===== src/rtl/tri_draw_scheduler.sv =====
// Two-port triangle draw scheduler: per-port command FIFOs, round-robin grant,
// rasterizer sequencing and pixel forwarding. Define FB_CLIP_EN to drop off-screen pixels.

module tds_fifo #(
  parameter int DEPTH = 4,
  parameter int W     = 72
) (
  input  logic         clk,
  input  logic         rst_n,
  input  logic         push_i,
  input  logic         pop_i,
  input  logic [W-1:0] din_i,
  output logic [W-1:0] dout_o,
  output logic         empty_o,
  output logic         full_o
);
  localparam int AW = $clog2(DEPTH);

  logic [AW:0]  wr_q, wr_d, rd_q, rd_d;
  logic         full_q, full_d;
  logic [W-1:0] mem_q [DEPTH];

  assign wr_d    = wr_q + {{AW{1'b0}}, push_i};
  assign rd_d    = rd_q + {{AW{1'b0}}, pop_i};
  assign full_d  = (wr_d[AW] != rd_d[AW]) && (wr_d[AW-1:0] == rd_d[AW-1:0]);
  assign empty_o = (wr_q == rd_q);
  assign full_o  = full_q;
  assign dout_o  = mem_q[rd_q[AW-1:0]];

  always_ff @(posedge clk or negedge rst_n) begin
    if (!rst_n) begin
      wr_q   <= '0;
      rd_q   <= '0;
      full_q <= 1'b0;
    end else begin
      wr_q   <= wr_d;
      rd_q   <= rd_d;
      full_q <= full_d;
    end
  end

  always_ff @(posedge clk)
    if (push_i) mem_q[wr_q[AW-1:0]] <= din_i;
endmodule

module tri_draw_scheduler #(
  parameter int FIFO_DEPTH = 4,
  parameter int CNT_W      = 16,
  parameter int SCREEN_W   = 160,
  parameter int SCREEN_H   = 120
) (
  input  logic             clk,
  input  logic             rst_n,
  input  logic             req0_valid,
  output logic             req0_ready,
  input  logic [71:0]      req0_cmd,
  input  logic             req1_valid,
  output logic             req1_ready,
  input  logic [71:0]      req1_cmd,
  output logic             rast_start,
  output logic [47:0]      rast_vtx,
  output logic [23:0]      rast_color,
  input  logic             rast_pixel_valid,
  input  logic [7:0]       rast_px,
  input  logic [7:0]       rast_py,
  input  logic [23:0]      rast_pixel_color,
  input  logic             rast_done,
  output logic             fb_we,
  output logic [7:0]       fb_x,
  output logic [7:0]       fb_y,
  output logic [23:0]      fb_color,
  output logic             busy,
  output logic             cur_src,
  output logic             cmd_done,
  output logic             done_src,
  output logic [CNT_W-1:0] pixel_count
);
  typedef enum logic [1:0] {S_IDLE, S_START, S_WAIT, S_RETIRE} state_t;

  state_t            state_q, state_d;
  logic              rr_q, rr_d, src_q, src_d;
  logic [47:0]       vtx_q, vtx_d;
  logic [23:0]       col_q, col_d;
  logic [CNT_W-1:0]  cnt_q, cnt_d;
  logic              fb_we_q, fb_we_d;
  logic [7:0]        fbx_q, fbx_d, fby_q, fby_d;
  logic [23:0]       fbc_q, fbc_d;

  logic [1:0]        req_valid, push, pop, empty, full, ne;
  logic [1:0][71:0]  req_cmd, fifo_dout;
  logic              gnt, pix_acc, pix_ok, pix_wr;

  assign req_valid = {req1_valid, req0_valid};
  assign req_cmd   = {req1_cmd, req0_cmd};
  assign push      = req_valid & ~full;
  assign ne        = ~empty;

  for (genvar g = 0; g < 2; g++) begin : g_port
    tds_fifo #(.DEPTH(FIFO_DEPTH), .W(72)) u_fifo (
      .clk(clk), .rst_n(rst_n), .push_i(push[g]), .pop_i(pop[g]),
      .din_i(req_cmd[g]), .dout_o(fifo_dout[g]), .empty_o(empty[g]), .full_o(full[g])
    );
  end

  // Pointer only breaks ties; a lone non-empty port always wins.
  assign gnt = (ne[0] & ne[1]) ? rr_q : ne[1];

`ifdef FB_CLIP_EN
  assign pix_ok = (32'(rast_px) < SCREEN_W) && (32'(rast_py) < SCREEN_H);
`else
  assign pix_ok = 1'b1;
`endif

  assign pix_acc = rast_pixel_valid && (state_q == S_START || state_q == S_WAIT);
  assign pix_wr  = pix_acc && pix_ok;

  always_comb begin
    state_d = state_q;
    rr_d    = rr_q;
    src_d   = src_q;
    vtx_d   = vtx_q;
    col_d   = col_q;
    cnt_d   = cnt_q;
    pop     = '0;
    fb_we_d = pix_wr;
    fbx_d   = fbx_q;
    fby_d   = fby_q;
    fbc_d   = fbc_q;
    if (pix_acc) begin
      fbx_d = rast_px;
      fby_d = rast_py;
      fbc_d = rast_pixel_color;
    end
    if (pix_wr && cnt_q != '1) cnt_d = cnt_q + 1'b1;
    case (state_q)
      S_IDLE: if (|ne) begin
        pop[gnt] = 1'b1;
        src_d    = gnt;
        vtx_d    = fifo_dout[gnt][47:0];
        col_d    = fifo_dout[gnt][71:48];
        cnt_d    = '0;
        rr_d     = ~gnt;
        state_d  = S_START;
      end
      S_START:  state_d = S_WAIT;
      S_WAIT:   if (rast_done) state_d = S_RETIRE;
      S_RETIRE: state_d = S_IDLE;
      default:  state_d = S_IDLE;
    endcase
  end

  always_ff @(posedge clk or negedge rst_n) begin
    if (!rst_n) begin
      state_q <= S_IDLE;
      rr_q    <= 1'b0;
      src_q   <= 1'b0;
      vtx_q   <= '0;
      col_q   <= '0;
      cnt_q   <= '0;
      fb_we_q <= 1'b0;
      fbx_q   <= '0;
      fby_q   <= '0;
      fbc_q   <= '0;
    end else begin
      state_q <= state_d;
      rr_q    <= rr_d;
      src_q   <= src_d;
      vtx_q   <= vtx_d;
      col_q   <= col_d;
      cnt_q   <= cnt_d;
      fb_we_q <= fb_we_d;
      fbx_q   <= fbx_d;
      fby_q   <= fby_d;
      fbc_q   <= fbc_d;
    end
  end

  assign req0_ready  = ~full[0];
  assign req1_ready  = ~full[1];
  assign rast_start  = (state_q == S_START);
  assign rast_vtx    = vtx_q;
  assign rast_color  = col_q;
  assign fb_we       = fb_we_q;
  assign fb_x        = fbx_q;
  assign fb_y        = fby_q;
  assign fb_color    = fbc_q;
  assign busy        = (state_q != S_IDLE);
  assign cur_src     = src_q;
  assign cmd_done    = (state_q == S_RETIRE);
  assign done_src    = (state_q == S_RETIRE) & src_q;
  assign pixel_count = cnt_q;
endmodule


===== config.mk =====
export PLATFORM = sky130hd
export DESIGN_NAME = tri_draw_scheduler
export DESIGN_NICKNAME = d
export VERILOG_FILES = /design/src/rtl/tri_draw_scheduler.sv
export SDC_FILE = /design/constraint.sdc
export NUM_CORES = 1
export LEC_CHECK = 0
export ABC_AREA = 0
export BUFFER_PORTS_ARGS = -buffer_cell sky130_fd_sc_hd__buf_4
export CORE_MARGIN = 5
export CORE_UTILIZATION = 45
export CTS_CLUSTER_DIAMETER = 120
export CTS_CLUSTER_SIZE = 24
export DETAILED_ROUTE_END_ITERATION = 8
export PLACE_DENSITY = 0.66
export SLEW_MARGIN = 25
export SYNTH_ARGS = -nofsm -noshare
export SYNTH_HDL_FRONTEND = slang
export SYNTH_HIERARCHICAL = 1
export SYNTH_SLANG_ARGS = --single-unit

===== constraint.sdc =====
create_clock -name clk -period 8.35 [get_ports clk]
set_input_delay 0.835 -clock clk [delete_from_list [all_inputs] [get_ports clk]]
set_output_delay 0.835 -clock clk [all_outputs]
set_load 0.005 [all_outputs]

==> flow_metrics.env <==
export IMPL_finalHoldViolations=0
export IMPL_final_nets=1902
export IMPL_first_pass_iters=8
export IMPL_grt_usage_pct=19.4
export IMPL_vias_per_cell=5.64
export IMPL_p_per_area_nw_per_um2=345
export IMPL_drt_total_wl_mm=65.0
export IMPL_grt_pass1_vias=15000
export IMPL_area_growth_synth_to_final_pct=15.5
export IMPL_dp_hpwl_mm=39.9
export IMPL_outcome="complete, no violations"
export IMPL_clk_path_buf_depth=3
export IMPL_place_gp_congestion=0.827
export IMPL_post_cts_buffers=0
export IMPL_grt_pass1_wl_mm=96.6
export IMPL_antenna_found_initial=11
export IMPL_drv_slew=0
export IMPL_critPathKind="register to register"
export IMPL_tns_ns=0
export IMPL_period_minus_slack_ns=3.82
export IMPL_start_util_pct=45.4
export IMPL_cp_max_fo=64
export IMPL_cts_hold_buf=0
export IMPL_yosysTopAreaCell="edfxtp_1"
export IMPL_synth_async_reset_ratio_pct=20.3
export IMPL_drt_iter0_drc=1135
export IMPL_dieWidth_um=257
export IMPL_synthCells=1387
export IMPL_place_area_sq_um=30500
export IMPL_drc=0
export IMPL_fin_util_pct=52.5
export IMPL_post_cts_resized=0
export IMPL_timing_rr_start="g_port[1].u_fifo/rd_q[0]"
export IMPL_avgSynthCellArea_sq_um=19.8
export IMPL_fin_crit_sh_pct=45.8
export IMPL_min_path_type="input pin to asynchronous set/reset pin"
export IMPL_worst_r2r_path_depth=10
export IMPL_cp_endpoint="g_port[0].u_fifo/full_o"
export IMPL_layout_cells_most_common="edfxtp_1"
export IMPL_io_pins=326
export IMPL_synthesis_area_sq_um=27400
export IMPL_holdWs_ns=0.172
export IMPL_final_antenna_net_count=0
export IMPL_critPathRequiredTime_ns=8.84
export IMPL_skew_ns=0.0239
export IMPL_synth_edf_count=576
export IMPL_worstMarginPinSlew_ns=0.956
export IMPL_synth_top_cell_area_share_pct=63.1
export IMPL_ys_warn_count=6
export IMPL_rrSetupSlack_ns=4.53
export IMPL_grt_start_max_net_pins=93
export IMPL_peakVddDrop_mv=0.399
export IMPL_setup_viol=0
export IMPL_path_clk_slew_ns=0.10
export IMPL_gr_total_overflow=0
export IMPL_root_buffer="clkbuf_16"
export IMPL_htreeDepth=2
export IMPL_maxCapViolCount=0
export IMPL_seq_area_frac_synth_pct=76.5
export IMPL_power_leakage_nw=11.6
export IMPL_core_area_sq_um=60400
export IMPL_drive_gt1_share_pct=32.3
export IMPL_r2r_end="g_port[0].u_fifo/full_o"
export IMPL_fin_area_sq_um=31700
export IMPL_startpoint_type="register"
export IMPL_rsz0062_at_grt="no"
export IMPL_cts_tree="yes"
export IMPL_syn_num_nets=1590
export IMPL_worstSetupStartpoint="g_port[1].u_fifo/rd_q[0]"
export IMPL_die_area_sq_um=66000
export IMPL_vias=14200
export IMPL_max_freq_mhz=262
export IMPL_synth_ff_latch_count=723
export IMPL_clock_sinks=723
export IMPL_yosys_cell_types_count=52
export IMPL_synth_ff_type="edfxtp_1"
export IMPL_die_h_um=257
export IMPL_synthTopCellsByArea="edfxtp_1 (63%), dfrtp_1 (13%), mux4_2 (12%)"
export IMPL_rows=90
export IMPL_wl_per_cell_um=25.8
export IMPL_clock_latency_ns=0.59
export IMPL_place_port_buffers=325
export IMPL_most_common_layout_cells="edfxtp_1 (576), buf_4 (344), nand2_1 (173)"
export IMPL_worst_endpoint_arrival_ns=4.31
export IMPL_relSlewSlack_pct=36.2
export IMPL_cts_made_buffers=36
export IMPL_cp_end_kind="register"
[power by group]
group          switching [mW]  internal, mW
Sequential              0.517          4.82
Combinational            1.93          1.67
Clock                    1.09         0.883
[registers in the layout, summed over array words and instances, names as in the netlist]
name	flops
rast_vtx	48
cur_src	1
fb_we	1
state_q	2
g_port.u_fifo/wr_q	6
pixel_count	16
g_port.u_fifo/mem_q	576
g_port.u_fifo/rd_q	6
fb_y	8
fb_x	8
rast_color	24
g_port.u_fifo/full_o	2
rr_q	1
fb_color	24
[layer usage]
layer  vias up  share of wire (%)  track usage, %
met1      7471                 40            25.2
met3        70                7.3            5.04
met5         -               0.10               0
li1       6157                  -               -
met2       467                 51            33.7
met4        10                1.6            3.49
[cells by family after synthesis]
group | Yosys count | share of synthesized area (%)
DFF | 723 | 76.5
muxes | 144 | 11.9
AOI/OAI and AO/OA | 106 | 3.20
xor gates and xnor gates | 14 | 0.447
and+or+nand+nor | 306 | 5.25
buffers and inverters | 81 | 2.14
adders and majority gates | 13 | 0.593
[critical path, cell delays in order (launching register included)]
cell and delay [ns]:
dfrtp_4 0.82, xor2_1 0.15, nor3_1 0.71, nand2_1 0.25, nand2_4 0.77, nor2_4 0.07
ha_1 0.24, ha_1 0.30, xnor2_1 0.16, nand2_1 0.07, nor3b_1 0.18
[area by class of cell]
cell class	instances	area [sq um]
fillers	4882	28700
flip-flops and latches	723	21000
multi-input cells	583	5930
repair buffers	348	2640
clock buffers	61	1020
well taps	782	978
clock inverters	4	67.6
inverters	7	26.3
diodes	6	15.0
[synthesized netlist by cell type, types with 2 or more instances]
master,n
o41ai_1,2
nand4_1,5
xor2_1,10
a221o_1,54
dfrtp_1,147
or3_1,2
buf_6,3
ha_1,13
nor2_1,33
o21ai_0,7
o211ai_1,3
nand3_1,3
nor2b_1,3
a21oi_1,9
clkbuf_1,30
and3_1,60
buf_2,25
nor3b_1,4
and2_1,2
mux4_2,142
inv_1,6
edfxtp_1,576
buf_12,14
o31ai_1,3
and3b_1,2
xnor2_1,4
nor3_1,3
a31oi_1,19
buf_1,2
or4_1,4
nand2_1,174
mux4_1,2
nor4_1,2
[how the worst min path moves through the flow]
stage | start | to | slack (ns) | cells past startpoint
finish | rst_n | fb_y[0] | 0.17 | 1
detailed placement | fb_color[11] | fb_color[11] | 0.46 | 2
global placement | fb_color[2] | fb_color[2] | 0.46 | 2
floorplan | rr_q | rr_q | 0.47 | 2
CTS | rst_n | fb_y[0] | 0.38 | 1
global route | rst_n | fb_y[1] | 0.18 | 1
[stage by stage]
stage / setup slack, ns / power (mW) / std cells
after floorplan: 1.39 / 7.69 / 1387
after global placement: 4.56 / 9.00 / 2442
after detailed placement: 4.49 / 9.11 / 2442
after CTS: 4.47 / 11.1 / 2507
after global routing: 4.22 / 11.5 / 2510
final: 4.53 / 10.9 / 2514
Note: power is estimated with default switching activity, not from simulation.
